**src/rtl/pipe_stall_ctrl_pkg.sv**
```systemverilog
// ----------------------------------------------------------------------------
// pipe_stall_ctrl_pkg : stall bus type, stall vectors and MC FSM encodings
// Rev 1.0
// ----------------------------------------------------------------------------
`default_nettype none

package pipe_stall_ctrl_pkg;

    localparam logic c_stop    = 1'b1;
    localparam logic c_no_stop = 1'b0;

    // Bit map: [0]=PC [1]=IF [2]=ID [3]=EX [4]=MEM [5]=WB
    typedef logic [5:0] stall_bus_t;

    localparam stall_bus_t c_stall_none = 6'b000000;
    localparam stall_bus_t c_stall_if   = 6'b000011;
    localparam stall_bus_t c_stall_id   = 6'b000111;
    localparam stall_bus_t c_stall_ex   = 6'b001111;
    localparam stall_bus_t c_stall_mem  = 6'b011111;

    localparam int c_id_stall_bit = 2;

    localparam logic [1:0] c_mc_idle = 2'd0;
    localparam logic [1:0] c_mc_busy = 2'd1;
    localparam logic [1:0] c_mc_done = 2'd2;

endpackage

`default_nettype wire

```
**src/rtl/pipe_stall_ctrl_mc_seq.sv**
```systemverilog
// ----------------------------------------------------------------------------
// pipe_stall_ctrl_mc_seq : IDLE/BUSY/DONE countdown sequencer for mul/div in EX
// Rev 1.0
// ----------------------------------------------------------------------------
`default_nettype none

module pipe_stall_ctrl_mc_seq
    import pipe_stall_ctrl_pkg::*;
#(
    parameter int MC_CNT_W = 6
) (
    input  logic                clk,
    input  logic                rst,
    input  logic                mc_start,
    input  logic [MC_CNT_W-1:0] mc_cycles,
    input  logic                hold_done,
    output logic                mc_stall,
    output logic                mc_done
);

    localparam logic [MC_CNT_W-1:0] c_one = {{(MC_CNT_W-1){1'b0}}, 1'b1};

    logic [1:0]          r_state;
    logic [1:0]          w_next_state;
    logic [MC_CNT_W-1:0] r_cnt;
    logic [MC_CNT_W-1:0] w_next_cnt;

    always_comb begin
        w_next_state = r_state;
        w_next_cnt   = r_cnt;
        mc_stall     = 1'b0;
        mc_done      = 1'b0;
        case (r_state)
            c_mc_idle: begin
                // A zero-length request is not a multi-cycle op at all
                if (mc_start && (mc_cycles != '0)) begin
                    mc_stall = 1'b1;
                    if (mc_cycles == c_one) begin
                        w_next_state = c_mc_done;
                    end else begin
                        w_next_state = c_mc_busy;
                        w_next_cnt   = mc_cycles - c_one;
                    end
                end
            end
            c_mc_busy: begin
                mc_stall = 1'b1;
                if (r_cnt == c_one) begin
                    w_next_state = c_mc_done;
                end else begin
                    w_next_cnt = r_cnt - c_one;
                end
            end
            c_mc_done: begin
                // Result must stay valid while MEM keeps EX frozen
                mc_done = 1'b1;
                if (!hold_done) begin
                    w_next_state = c_mc_idle;
                end
            end
            default: begin
                w_next_state = c_mc_idle;
            end
        endcase
    end

    always_ff @(posedge clk or posedge rst) begin
        if (rst) begin
            r_state <= c_mc_idle;
            r_cnt   <= '0;
        end else begin
            r_state <= w_next_state;
            r_cnt   <= w_next_cnt;
        end
    end

endmodule

`default_nettype wire

```
**src/rtl/pipe_stall_ctrl.sv**
```systemverilog
// ----------------------------------------------------------------------------
// pipe_stall_ctrl : pipeline stall/flush controller with stall-cycle counter
// Rev 1.0
// ----------------------------------------------------------------------------
`default_nettype none

module pipe_stall_ctrl
    import pipe_stall_ctrl_pkg::*;
#(
    parameter int MC_CNT_W    = 6,
    parameter int STALL_CNT_W = 32
) (
    input  logic                   clk,
    input  logic                   rst,
    input  logic                   stallreq_if,
    input  logic                   stallreq_mem,
    input  logic                   id_reg1_read,
    input  logic [4:0]             id_reg1_addr,
    input  logic                   id_reg2_read,
    input  logic [4:0]             id_reg2_addr,
    input  logic                   ex_wreg,
    input  logic [4:0]             ex_wd,
    input  logic                   ex_is_load,
    input  logic                   ex_mc_start,
    input  logic [MC_CNT_W-1:0]    ex_mc_cycles,
    input  logic                   id_branch_flag,
    output logic [5:0]             stall,
    output logic                   flush_if_id,
    output logic                   mc_done,
    output logic [STALL_CNT_W-1:0] stall_cnt
);

    logic       w_mc_stall;
    logic       w_mc_done;
    logic       w_load_use;
    stall_bus_t w_stall;
    logic [STALL_CNT_W-1:0] r_stall_cnt;

    pipe_stall_ctrl_mc_seq #(
        .MC_CNT_W (MC_CNT_W)
    ) u_mc_seq (
        .clk       (clk),
        .rst       (rst),
        .mc_start  (ex_mc_start),
        .mc_cycles (ex_mc_cycles),
        .hold_done (stallreq_mem),
        .mc_stall  (w_mc_stall),
        .mc_done   (w_mc_done)
    );

    assign w_load_use = ex_is_load && ex_wreg && (ex_wd != 5'd0) &&
                        ((id_reg1_read && (id_reg1_addr == ex_wd)) ||
                         (id_reg2_read && (id_reg2_addr == ex_wd)));

    always_comb begin
        w_stall = c_stall_none;
        if (stallreq_mem) begin
            w_stall = c_stall_mem;
        end else if (w_mc_stall) begin
            w_stall = c_stall_ex;
        end else if (w_load_use) begin
            w_stall = c_stall_id;
        end else if (stallreq_if) begin
            w_stall = c_stall_if;
        end
    end

    // Outputs are forced quiet for the whole reset pulse, not just at edges
    assign stall       = rst ? c_stall_none : w_stall;
    assign mc_done     = !rst && w_mc_done;
    assign flush_if_id = !rst && id_branch_flag && (stall[c_id_stall_bit] == c_no_stop);

    always_ff @(posedge clk or posedge rst) begin
        if (rst) begin
            r_stall_cnt <= '0;
        end else if (stall[0] == c_stop && r_stall_cnt != '1) begin
            r_stall_cnt <= r_stall_cnt + 1'b1;
        end
    end

    assign stall_cnt = r_stall_cnt;

endmodule

`default_nettype wire

```
**config.mk**
```make
export PLATFORM = sky130hd
export DESIGN_NAME = pipe_stall_ctrl
export DESIGN_NICKNAME = d
export VERILOG_FILES = /design/src/rtl/pipe_stall_ctrl_pkg.sv /design/src/rtl/pipe_stall_ctrl_mc_seq.sv /design/src/rtl/pipe_stall_ctrl.sv
export SDC_FILE = /design/constraint.sdc
export NUM_CORES = 1
export LEC_CHECK = 0
export ABC_AREA = 0
export CAP_MARGIN = 20
export CORE_MARGIN = 2
export CORE_UTILIZATION = 45
export CTS_CLUSTER_DIAMETER = 150
export CTS_CLUSTER_SIZE = 12
export DETAILED_ROUTE_END_ITERATION = 8
export GPL_ROUTABILITY_DRIVEN = 0
export PLACE_DENSITY_LB_ADDON = 0.1
export SYNTH_ARGS = -nofsm -noshare
export SYNTH_HDL_FRONTEND = slang
export SYNTH_SLANG_ARGS = --single-unit
```
**constraint.sdc**
```tcl
create_clock -name clk -period 4.1 [get_ports clk]
set_input_delay 0.82 -clock clk [delete_from_list [all_inputs] [get_ports clk]]
set_output_delay 0.82 -clock clk [all_outputs]
set_load 0.02 [all_outputs]
```
==> impl_metrics.csv <==
group,metric,value,unit
critical_path,rr_worst_depth,7,
synthesis,synth_nets,288,
run_status,status,"completed",
detailed_routing,postRouteAntennaNets,0,
timing,setup_viol,0,
clock_network,cts_tree,"done",
synthesis,synth-compound-area-share,7.644,%
timing,min_period,3.942,ns
critical_path,required,3.28,ns
critical_path,crit_family,"buffers and inverters",
timing,fin_crit_sh,96.16,%
global_route,grt_pass1_vias,1989,
finish,diodes,0,
synthesis,synth_top_family_by_area,"simple AND/OR/NAND/NOR gates",
clock_network,cts-root-buf,"clkbuf_8",
critical_path,r2r-start,"stall_cnt[3]$_DFFE_PP0P_",
floorplan,ioPinCount,71,
synthesis,syn_inst,251,
critical_path,cpMaxStageDelayCell,"clkdlybuf4s50_1",
finish,mostFrequentLayoutCells,"clkdlybuf4s50_1 (69), dfrtp_1 (40), xor2_1 (34)",
critical_path,r2r_slack,1.44,ns
synthesis,synth_edf_count,0,
floorplan,fp.dieW,76.63,um
min_path,min_from,"stall_cnt[30]$_DFFE_PP0P_",
critical_path,crit_arrival,3.12,ns
detailed_routing,vias_per_cell,5.296,
clock_network,hold_buffers,0,
critical_path,worst_setup_path_end_kind,"primary output",
clock_network,cts_sinks,40,
global_route,grt_start_max_net_pins,32,
global_route,grt_use_total,19.15,%
global_route,grt_pass1_wl,9.301,mm
timing,tightest_slew,0.7887,ns
global_route,grt_remaining_overflow,0,
power,total_power,1.650,mW
place,io_buffers,69,
clock_network,htreeDepth,2,
synthesis,syn_area,0.002374,sq mm
critical_path,r2r-end,"stall_cnt[1]$_DFFE_PP0P_",
critical_path,cp.depth,6,
finish,layout_commonest_cell,"clkdlybuf4s50_1",
critical_path,crit_buf_inv,2,
power,powerDensity,505.6,mW/mm^2
clock_network,cts_max_path_buffers,2,
critical_path,path_cells,"clkdlybuf4s50_1 -> or4_1 -> o2111a_1 -> a21o_1 -> nor3b_1 -> clkdlybuf4s50_1",
clock_network,cts_buffers,5,
place,hpwl,3.996,mm
timing,rsz0062_at_grt,"false",
finish,area_growth,37.48,%
critical_path,worst-setup-path-type,"input pin to primary output",
clock_network,path_clk_slew,0.08,ns
timing,slew_headroom,47.42,%
detailed_routing,drcViolationCount,0,
detailed_routing,drt_iter0_markers,80,
synthesis,synth_xor_area_share,16.61,%
detailed_routing,num_vias,2076,
clock_network,cts_setup_buffers,0,
synthesis,postSynth.asyncResetShare,100.0,%
min_path,whs_path_depth,1,
floorplan,die-area,0.005871,sq mm
critical_path,critPathMostFrequentCell,"clkdlybuf4s50_1",
synthesis,seq_area_frac_synth,42.17,%
clock_network,worstSkewPairLatency,0.29,ns
finish,drive_above_1_share,4.969,%
synthesis,synthSimpleGateAreaFrac,25.67,%
min_path,min_path_type,"register to register",
timing,tns,0,ns
finish,fill_cells,442,
synthesis,synth_cell_type_count,41,
synthesis,synthMuxAreaShare,0.4744,%
min_path,min_to,"stall_cnt[30]$_DFFE_PP0P_",
critical_path,cp_max_fo,3,
detailed_routing,drtPass1Iterations,4,
detailed_routing,finalWirelength,5.317,mm
detailed_routing,wl_per_cell,13.56,um
floorplan,start_util,46.47,%
power,p_leak,1.345,nW
floorplan,rows,26,
synthesis,synthFlopType,"dfrtp_1",
critical_path,cp-start-kind,"input pin",
timing,slew_violations,0,
timing,skew,0.007052,ns
synthesis,ys_ff_latch,40,
floorplan,fp.dieH,76.63,um
power,ir_drop,0.5307,mV
timing,max_freq,253.6,MHz
synthesis,yosysWarnings,0,
finish,fin_nets,358,
global_route,antenna_found_initial,0,
floorplan,coreArea,0.005107,sq mm
synthesis,synth_adder_area_share,3.163,%
synthesis,synth.avg_cell_area,9.456,sq um
clock_network,ctsResizeCount,0,
job,maxCapViolations,0,
timing,hold_violations,0,
critical_path,slowest_delay,0.63,ns
==> cells in the mapped netlist (all sizes together) (2+ instances only) <==
cell type,number,area [sq um]
ha,6,75.07
and2,2,12.51
nor4,17,121.4
nand2,21,78.83
clkbuf,3,11.26
nor3,19,100.1
a21oi,5,25.02
nor3b,4,30.03
a22oi,3,22.52
nor4b,2,17.52
inv,11,41.29
buf,7,45.04
and3,3,18.77
and4,2,17.52
nor2,13,48.80
dfrtp,40,1001
xor2,34,297.8
nand3,12,60.06
o31ai,2,15.01
o21ai,6,30.03
nand4,11,68.82
or4,2,15.01
xnor2,11,96.34
==> registers in the layout, indices dropped and copies added (netlist names) <==
| signal | cells |
|---|---|
| stall_cnt | 32 |
| u_mc_seq.r_cnt | 6 |
| u_mc_seq.r_state | 2 |
==> worst max-delay path by stage <==
stage / from / slack [ns] / endpoint
6_report: ex_wd[1] / 0.16 / flush_if_id
5_1_grt: ex_mc_cycles[4] / 0.01 / flush_if_id
4_1_cts: ex_wd[1] / 0.15 / flush_if_id
3_5_place_dp: ex_wd[1] / 0.16 / flush_if_id
2_1_floorplan: rst / 0.57 / stall[1]
3_3_place_gp: ex_wd[1] / 0.16 / flush_if_id
==> kinds of logic after synthesis <==
| family | after synthesis |
|---|---|
| compound gates | 26 |
| xor+xnor | 45 |
| fa+ha+maj | 6 |
| buf+inv | 21 |
| flops | 40 |
| mux | 1 |
| other cells | 1 |
| simple gates | 111 |
==> worst register-to-register path, stage by stage (launching register included) <==
cell and delay (ns):
dfrtp_1 0.44, nand4_1 0.21, nor2_1 0.29, nand3_1 0.37, nor4_4 0.52, buf_4 0.33, nor2_1 0.10, mux2_2 0.28
==> cell type report <==
cell class	instances	area, sq um	area share (%)
tap	70	87.58	2.684
clock inverter	1	30.03	0.9202
clock buffer	7	96.34	2.952
timing repair buffer	73	720.7	22.09
multi-input combinational	190	1286	39.42
sequential	40	1001	30.67
inverter	11	41.29	1.265
==> metal layers <==
| metal | up-vias | global-route usage [%] | wire length [um] |
|---|---|---|---|
| li1 | 1035 | - | - |
| met1 | 994 | 27.20 | 2551 |
| met2 | 41 | 29.91 | 2524 |
| met3 | 6 | 3.555 | 188 |
| met4 | 0 | 5.455 | 52 |
| met5 | - | 0 | 0 |
==> where the power goes <==
group          total [mW]  switching (mW)  internal, mW  leakage, nW
Combinational       0.669           0.354         0.315        0.810
Sequential          0.630           0.128         0.502        0.470
Clock               0.351           0.136         0.215       0.0645
Total                1.65           0.618          1.03         1.35
==> per-stage QoR <==
| stage | utilization [%] | hold slack, ns | worst slack (ns) | cells | instance area, sq um |
|---|---|---|---|---|---|
| after floorplan | - | 0.4718 | 0.5660 | 251 | 2374 |
| after global placement | 61.42 | 0.4767 | 0.1625 | 384 | 3137 |
| after detailed placement | 61.42 | 0.4873 | 0.1594 | 384 | 3137 |
| after CTS | 63.89 | 0.4982 | 0.1482 | 392 | 3263 |
| after global routing | 63.89 | 0.5242 | 0.01247 | 392 | 3263 |
| final | 63.89 | 0.4940 | 0.1575 | 392 | 3263 |
No activity file was read; power rests on OpenSTA's default activity.
